## src/rtl/adc_sample_sequencer.sv

```systemverilog
// adc_sample_sequencer: Gowin_ADC scan controller averaging 2^AVG_LOG2 samples per channel once per PERIOD
module adc_sample_sequencer #(
   parameter int NUM_CHAN   = 2,
   parameter int AVG_LOG2   = 3,
   parameter int SETTLE_CYC = 64,
   parameter int PERIOD     = 50000,
   parameter int TIMEOUT    = 4096
) (
   input  logic        clk,
   input  logic        reset,
   input  logic        enable,
   output logic        adc_en,
   output logic        adc_req,
   output logic [2:0]  adc_vsenctl,
   input  logic        adc_rdy,
   input  logic [13:0] adc_value,
   output logic [13:0] result,
   output logic [2:0]  result_chan,
   output logic        result_valid,
   output logic        timeout_err
);
   localparam int AW = 14 + AVG_LOG2;
   localparam int SW = $clog2(SETTLE_CYC + 1);
   localparam int TW = $clog2(TIMEOUT + 1);
   localparam int PW = $clog2(PERIOD + 1);
   localparam int CW = AVG_LOG2 + 1;
   localparam logic [SW-1:0] SETTLE_LAST  = SW'(SETTLE_CYC - 1);
   localparam logic [TW-1:0] TIMEOUT_LAST = TW'(TIMEOUT - 1);
   localparam logic [PW-1:0] PERIOD_LAST  = PW'(PERIOD - 1);
   localparam logic [CW-1:0] CNT_LAST     = CW'((1 << AVG_LOG2) - 1);
   localparam logic [2:0]    CHAN_LAST    = 3'(NUM_CHAN - 1);

   typedef enum logic [2:0] {IDLE, SETTLE, REQ, WAIT, EMIT, NEXT, HOLD} state_t;

   state_t        state, state_nx;
   logic [SW-1:0] settle_cnt;
   logic [TW-1:0] wait_cnt;
   logic [PW-1:0] period_cnt;
   logic [CW-1:0] sample_cnt;
   logic [AW-1:0] acc, acc_sum;
   logic [2:0]    chan;
   logic          rdy_prev, rdy_edge, take;

   // only a fresh 0->1 after the request is a sample; rdy already high on entry is ignored
   assign rdy_edge     = adc_rdy & ~rdy_prev;
   assign take         = state == WAIT && enable && rdy_edge;
   assign acc_sum      = acc + AW'(adc_value);
   assign adc_en       = state != IDLE;
   assign adc_req      = state == REQ;
   assign adc_vsenctl  = chan;
   assign result_valid = state == EMIT;
   assign timeout_err  = state == WAIT && enable && !rdy_edge && wait_cnt == TIMEOUT_LAST;

   always_comb begin
      state_nx = state;
      if (!enable) state_nx = IDLE;
      else case (state)
         IDLE:    state_nx = SETTLE;
         SETTLE:  state_nx = settle_cnt == SETTLE_LAST ? REQ : SETTLE;
         REQ:     state_nx = WAIT;
         WAIT:    state_nx = rdy_edge ? (sample_cnt == CNT_LAST ? EMIT : REQ)
                                      : (wait_cnt == TIMEOUT_LAST ? NEXT : WAIT);
         EMIT:    state_nx = NEXT;
         NEXT:    state_nx = chan == CHAN_LAST ? HOLD : SETTLE;
         HOLD:    state_nx = period_cnt == PERIOD_LAST ? SETTLE : HOLD;
         default: state_nx = IDLE;
      endcase
   end

   always_ff @(posedge clk) begin
      if (reset) begin
         state       <= IDLE;
         settle_cnt  <= '0;
         wait_cnt    <= '0;
         period_cnt  <= '0;
         sample_cnt  <= '0;
         acc         <= '0;
         chan        <= '0;
         rdy_prev    <= 1'b0;
         result      <= '0;
         result_chan <= '0;
      end else begin
         state      <= state_nx;
         rdy_prev   <= adc_rdy;
         settle_cnt <= state == SETTLE ? settle_cnt + SW'(1) : '0;
         wait_cnt   <= state == WAIT ? wait_cnt + TW'(1) : '0;
         // saturating, so a round that overran PERIOD leaves HOLD after one cycle
         period_cnt <= state == IDLE || (state == HOLD && period_cnt == PERIOD_LAST) ? '0
                     : period_cnt == PERIOD_LAST ? period_cnt : period_cnt + PW'(1);
         if (!enable || state == NEXT) begin
            acc        <= '0;
            sample_cnt <= '0;
         end else if (take) begin
            acc        <= acc_sum;
            sample_cnt <= sample_cnt + CW'(1);
         end
         if (!enable) chan <= '0;
         else if (state == NEXT) chan <= chan == CHAN_LAST ? 3'd0 : chan + 3'd1;
         if (take && sample_cnt == CNT_LAST) begin
            result      <= acc_sum[AW-1:AVG_LOG2];
            result_chan <= chan;
         end
      end
   end
endmodule
```

## config.mk

```make
export PLATFORM = sky130hd
export DESIGN_NAME = adc_sample_sequencer
export DESIGN_NICKNAME = d
export VERILOG_FILES = /design/src/rtl/adc_sample_sequencer.sv
export SDC_FILE = /design/constraint.sdc
export NUM_CORES = 1
export LEC_CHECK = 0
export ABC_AREA = 1
export BUFFER_PORTS_ARGS = -buffer_cell sky130_fd_sc_hd__clkbuf_2
export CAP_MARGIN = 25
export CORE_UTILIZATION = 64
export DETAILED_ROUTE_END_ITERATION = 10
export PLACE_DENSITY = 0.85
export SLEW_MARGIN = 30
export SYNTH_ARGS = -nofsm -noshare
export SYNTH_HDL_FRONTEND = slang
export SYNTH_SLANG_ARGS = --single-unit
```

## constraint.sdc

```tcl
create_clock -name clk -period 2.5 [get_ports clk]
set_input_delay 0.375 -clock clk [delete_from_list [all_inputs] [get_ports clk]]
set_output_delay 0.375 -clock clk [all_outputs]
set_load 0.05 [all_outputs]
```

==> metrics.yaml, run 1 <==
outcome: "finished clean"
cts_inserted_buffers: 9
postCtsSetupRepairBufs: 0
rows: 30
setup-violations-final: 0
finalWeightedCongestion: 0.9344
drcViolationCount: 0
crit_fanout: 4
hold_path_class: "input pin to flip-flop"
min_period_ps: 2269
peakVddDrop_mv: 0.2390
setup-tns-final_ps: 0
cts.clk_slew.worst_paths_ps: 80
rrSetupSlack_ps: 660
dr.first_iter.drc_count: 249
use_met1: 0.3793
grt_util_met3: 0.04909
p_leak_nw: 2.262
grt_max_degree: 35
clock-sinks: 81
grtUsageTotal: 0.2897
dr.pass1.iters: 6
skew_ps: 10.19
critPathRequiredTime_ps: 2120
wirelength_um: 10080
placed_area_mm2: 0.004713
grt-ovfl-total: 0
fill_cells: 579
end_kind: "primary output"
start_util: 0.6606
seq_area_frac_synth: 0.3633
timing.rr.end: "result[9]"
synthTopCellsByArea: "dfxtp_1 (36%), nand2_1 (13%), inv_1 (9.8%)"
grt_pass1_vias: 3856
die_y_um: 85.51
worstPathArrival_ps: 1890
r2r_cells: 12
power.density_mw_per_mm2: 466.2
routedWlPerCell_um: 12.55
met2_usage: 0.5025
synth_nets: 711
hold_start: "adc_rdy"
vias_per_cell: 5.372
crit_top_cell: "nand2_1"
fin_nets: 755
r2r-start: "acc[0]"
cp_slowest_cell: "dfxtp_1"
htreeDepth: 3
syn2layout_area_growth_pct: 9.532
final_cell_mix: "nand2_1 (160), inv_1 (116), nor2_1 (86), dfxtp_1 (81), nand3_1 (62)"
num_antenna_cells: 0
crit_chain: "nand2_1 > inv_1 > nand2_1 > nor3_2 > nand2_1 > nor2_1 > nand2_1 > nor3b_2 > buf_4"
synth.largest_area_cell: "dfxtp_1"
whs_ps: 267.2
yosysUniqueCellTypes: 32
hold_violations: 0
synth_area_per_cell_um2: 6.622
synth-seq-cells: 81
drive_above_1_share: 0.1051
holdPathStages: 3
dp_slack_ps: 487.3
ios: 42
yosysWarnings: 0
synth_area_mm2: 0.004463
layout_commonest_cell: "nand2_1"
slew_headroom: 0.5937
report.final.slew_viol_count: 0
top_usage_layer: "met2"
coreArea_mm2: 0.006756
cts_root_buffer: "clkbuf_8"
grt_first_pass_wirelength_um: 17180
cts_tree: "done"
dieArea_mm2: 0.007311
finalInstanceArea_mm2: 0.004888
finish.utilization: 0.7235
antenna_found_initial: 0
max_cap_violations: 0
dr_total_vias: 4314
worst_slew_pin_slew_ps: 608.6
drtAntennaViolNets: 0
dp.cells: 787
clockBufferDepth: 2
criticalPathCategory: "flip-flop to primary output"
stdcell_count: 803
syn_inst: 674
cpPeakStageDelay_ps: 370
rsz0062_at_grt: "false"
power_mw: 2.279
min_to: "rdy_prev"
port_buffers: 41
fp.dieW_um: 85.51
timing.final.ws_setup_ps: 231.5
cp-start-kind: "flip-flop"
clk_latency_ps: 350
yosysTopAreaCellShare: 0.3633
fmax_mhz: 440.8
post-route-period-util: 0.9074
hpwlAfterDp_um: 7361
[per-layer routing]
metal,routed length [um],part of all wire
met1,4635,0.46
met2,4888,0.49
met3,466,0.046
met4,87,0.0086
met5,0,0
[power by group]
part	switching, mW	total (mW)	internal, mW
clock	0.487	0.872	0.385
sequential	0.00371	1.30	1.29
combinational	0.0738	0.111	0.0368
[critical path, delay by kind of cell (launching register included)]
kind	cells	cell delay [ps]
buffers and inverters	2	310
flip-flops	1	370
AND/OR/NAND/NOR	7	870
[state kept, by name, summed over array words and instances, names as in the netlist]
name / cells
adc_vsenctl: 3
sample_cnt: 4
wait_cnt: 13
rdy_prev: 1
period_cnt: 16
result: 14
state: 3
settle_cnt: 7
acc: 17
result_chan: 3
[timing repair]
action                                 CTS  global route
hold buffers                             0             0
endpoints found under the hold margin    0             0
setup endpoints to repair                0             1
resized for setup                        0             3
[Yosys cell counts (all sizes together)]
| cell type | number |
|---|---|
| a31oi | 1 |
| clkinv | 1 |
| ha | 18 |
| fa | 1 |
| buf | 8 |
| xor2 | 5 |
| and3 | 1 |
| nor3b | 6 |
| xnor2 | 7 |
| a21oi | 49 |
| or2 | 5 |
| a211oi | 1 |
| nand3b | 2 |
| nor3 | 18 |
| clkbuf | 2 |
| nand4 | 8 |
| o211ai | 8 |
| nand3 | 64 |
| dfxtp | 81 |
| nand2 | 161 |
| inv | 119 |
| nor2 | 88 |
| o21ai | 20 |
[final cells by class]
class | count | area [um^2] | share of cell area
Clock inverter | 5 | 31.28 | 0.006399
Sequential cell | 81 | 1622 | 0.3317
Tap cell | 80 | 100.1 | 0.02048
Timing Repair Buffer | 43 | 222.7 | 0.04556
Clock buffer | 11 | 141.4 | 0.02892
Multi-Input combinational cell | 463 | 2320 | 0.4745
Inverter | 120 | 451.7 | 0.09240
[worst max path at each step]
stage                 startpoint     endpoint  slack, ps  depth (start not counted)
detailed placement   wait_cnt[0]  timeout_err        490                          8
global route         wait_cnt[5]  timeout_err         20                          9
floorplan            wait_cnt[0]  timeout_err        410                          7
global placement    adc_value[0]    result[9]        550                         13
finish               wait_cnt[5]  timeout_err        230                          9
CTS                  wait_cnt[0]  timeout_err         90                          8
[kinds of logic after synthesis]
kind of cell / after synthesis / share of synthesized area
buffers and inverters: 130 / 0.1180
and+or+nand+nor: 353 / 0.3462
DFF: 81 / 0.3633
AOI/OAI and AO/OA: 79 / 0.09392
adders and majority gates: 19 / 0.05495
xor gates and xnor gates: 12 / 0.02355
Note: power is estimated with default switching activity, not from simulation.
==> inputs of run 2 (changes only) <==
PLACE_DENSITY = 0.86   (was 0.85)
REMOVE_ABC_BUFFERS = 1   (was unset)
==> run 2 against run 1 <==
Compared with the run above:
- clock skew down 3.4 ps
- cell count down 0.12%
- clock power up 18%
==> metrics.yaml, run 2 (synthesis gave the netlist of run 1 again) <==
outcome: "finished clean"
postCtsSetupRepairBufs: 0
layout_commonest_cell: "nand2_1"
start_util: 0.6606
grt_pass1_vias: 3985
die_y_um: 85.51
largest_reg_flops: 17
cts_tree: "done"
htreeDepth: 3
antenna_found_initial: 0
syn2layout_area_growth_pct: 10.37
fmax_mhz: 430.6
fp.dieW_um: 85.51
crit_top_cell: "nand2_1"
crit_family: "simple AND/OR/NAND/NOR gates"
p_leak_nw: 2.292
cts_root_buffer: "clkbuf_8"
cts_inserted_buffers: 9
rows: 30
drcViolationCount: 0
grt_first_pass_wirelength_um: 17110
coreArea_mm2: 0.006756
grt_max_degree: 35
ctsHoldBuffers: 0
finalWeightedCongestion: 0.8883
dr.first_iter.drc_count: 319
slew_headroom: 0.5898
rrSetupSlack_ps: 590
post-route-period-util: 0.9290
max_cap_violations: 0
top_regs: "acc (17), period_cnt (16), result (14)"
cp_slowest_cell: "dfxtp_1"
fill_cells: 580
cp-start-kind: "flip-flop"
clockBufferDepth: 2
setup-tns-final_ps: 0
dr_total_vias: 4384
worstSetupPathDepth: 8
crit_chain: "ha_1 > nand2_1 > nor3_4 > nand2_1 > nor2_1 > nand2_1 > nor3b_1 > clkbuf_4"
cts.clk_slew.worst_paths_ps: 80
hold_violations: 0
r2r_cells: 12
min_period_ps: 2322
clk_latency_ps: 360
skew_ps: 6.771
worstPathArrival_ps: 1950
dr.pass1.iters: 5
wirelength_um: 10180
fin_nets: 755
whs_ps: 293.0
report.final.slew_viol_count: 0
critPathRequiredTime_ps: 2120
hpwlAfterDp_um: 7392
clock-sinks: 81
vias_per_cell: 5.466
num_antenna_cells: 0
crit_buf_inv: 1
peakVddDrop_mv: 0.3942
crit_fanout: 4
grtUsageTotal: 0.2902
drtAntennaViolNets: 0
routedWlPerCell_um: 12.69
dieArea_mm2: 0.007311
criticalPathCategory: "flip-flop to primary output"
power.density_mw_per_mm2: 494.8
ios: 42
end_kind: "primary output"
worst_slew_pin_slew_ps: 614.4
grt-ovfl-total: 0
holdPathStages: 3
cpPeakStageDelay_ps: 350
cts_resized: 0
setup-violations-final: 0
port_buffers: 41
drive_above_1_share: 0.1025
hold_path_class: "input pin to flip-flop"
top_register: "acc"
final_cell_mix: "nand2_1 (160), inv_1 (116), nor2_1 (86), dfxtp_1 (81), nand3_1 (62)"
==> run 2: cell count changes in the layout (fill, tap and decap cells not counted) <==
| cell | before | now |
|---|---|---|
| buf_4 | 3 | 2 |
| clkinv_2 | 4 | 2 |
| bufinv_16 | 0 | 2 |
| nor3b_2 | 2 | 1 |
| nor3b_1 | 4 | 5 |
| clkbuf_4 | 0 | 1 |
| clkbuf_8 | 10 | 9 |
| nor3_4 | 0 | 1 |
| nor3_2 | 3 | 2 |
==> run 2: per-stage QoR <==
| stage | utilization | instances | instance area, um^2 | setup slack [ps] | power, mW |
|---|---|---|---|---|---|
| 2_1_floorplan | - | 664 | 4388 | -72.91 | 1.394 |
| 3_3_place_gp | 0.6969 | 787 | 4708 | 528.5 | 1.433 |
| 3_5_place_dp | 0.6969 | 787 | 4708 | 440.0 | 1.435 |
| 4_1_cts | 0.7278 | 802 | 4917 | 106.3 | 2.449 |
| 5_1_grt | 0.7291 | 802 | 4926 | -19.07 | 2.521 |
| 6_report | 0.7291 | 802 | 4926 | 177.5 | 2.437 |
==> run 2: area by class of cell <==
| type | count | area (um^2) | share of cell area |
|---|---|---|---|
| Sequential cell | 81 | 1622 | 0.3292 |
| Inverter | 120 | 451.7 | 0.09169 |
| Multi-Input combinational cell | 463 | 2321 | 0.4712 |
| Clock buffer | 10 | 127.6 | 0.02591 |
| Timing Repair Buffer | 43 | 222.7 | 0.04521 |
| Tap cell | 80 | 100.1 | 0.02032 |
| Clock inverter | 5 | 81.33 | 0.01651 |
==> run 2: per-layer routing <==
metal  share of wire  routed length (um)  track usage
met1            0.45                4597       0.3842
met2            0.47                4789       0.4916
met4           0.011                 108      0.09242
met5               0                   0            0
met3           0.067                 683      0.04042
==> run 2: path summary, 6_finish.rpt <==
kind	from	to
max	wait_cnt[0]	timeout_err
min	adc_rdy	rdy_prev
max reg2reg	acc[0]	result[7]
min reg2reg	wait_cnt[0]	wait_cnt[0]
==> run 2: worst min-delay path, cell delays in order <==
cell	delay [ps]
clkbuf_2	70
inv_1	70
nor2_1	90
==> run 2: report_power, final <==
part	leakage [nW]	internal [mW]	switching (mW)	total, mW
combinational	1.54	0.0366	0.0748	0.111
clock	0.102	0.557	0.473	1.03
sequential	0.653	1.29	0.00359	1.30
total	2.29	1.89	0.551	2.44
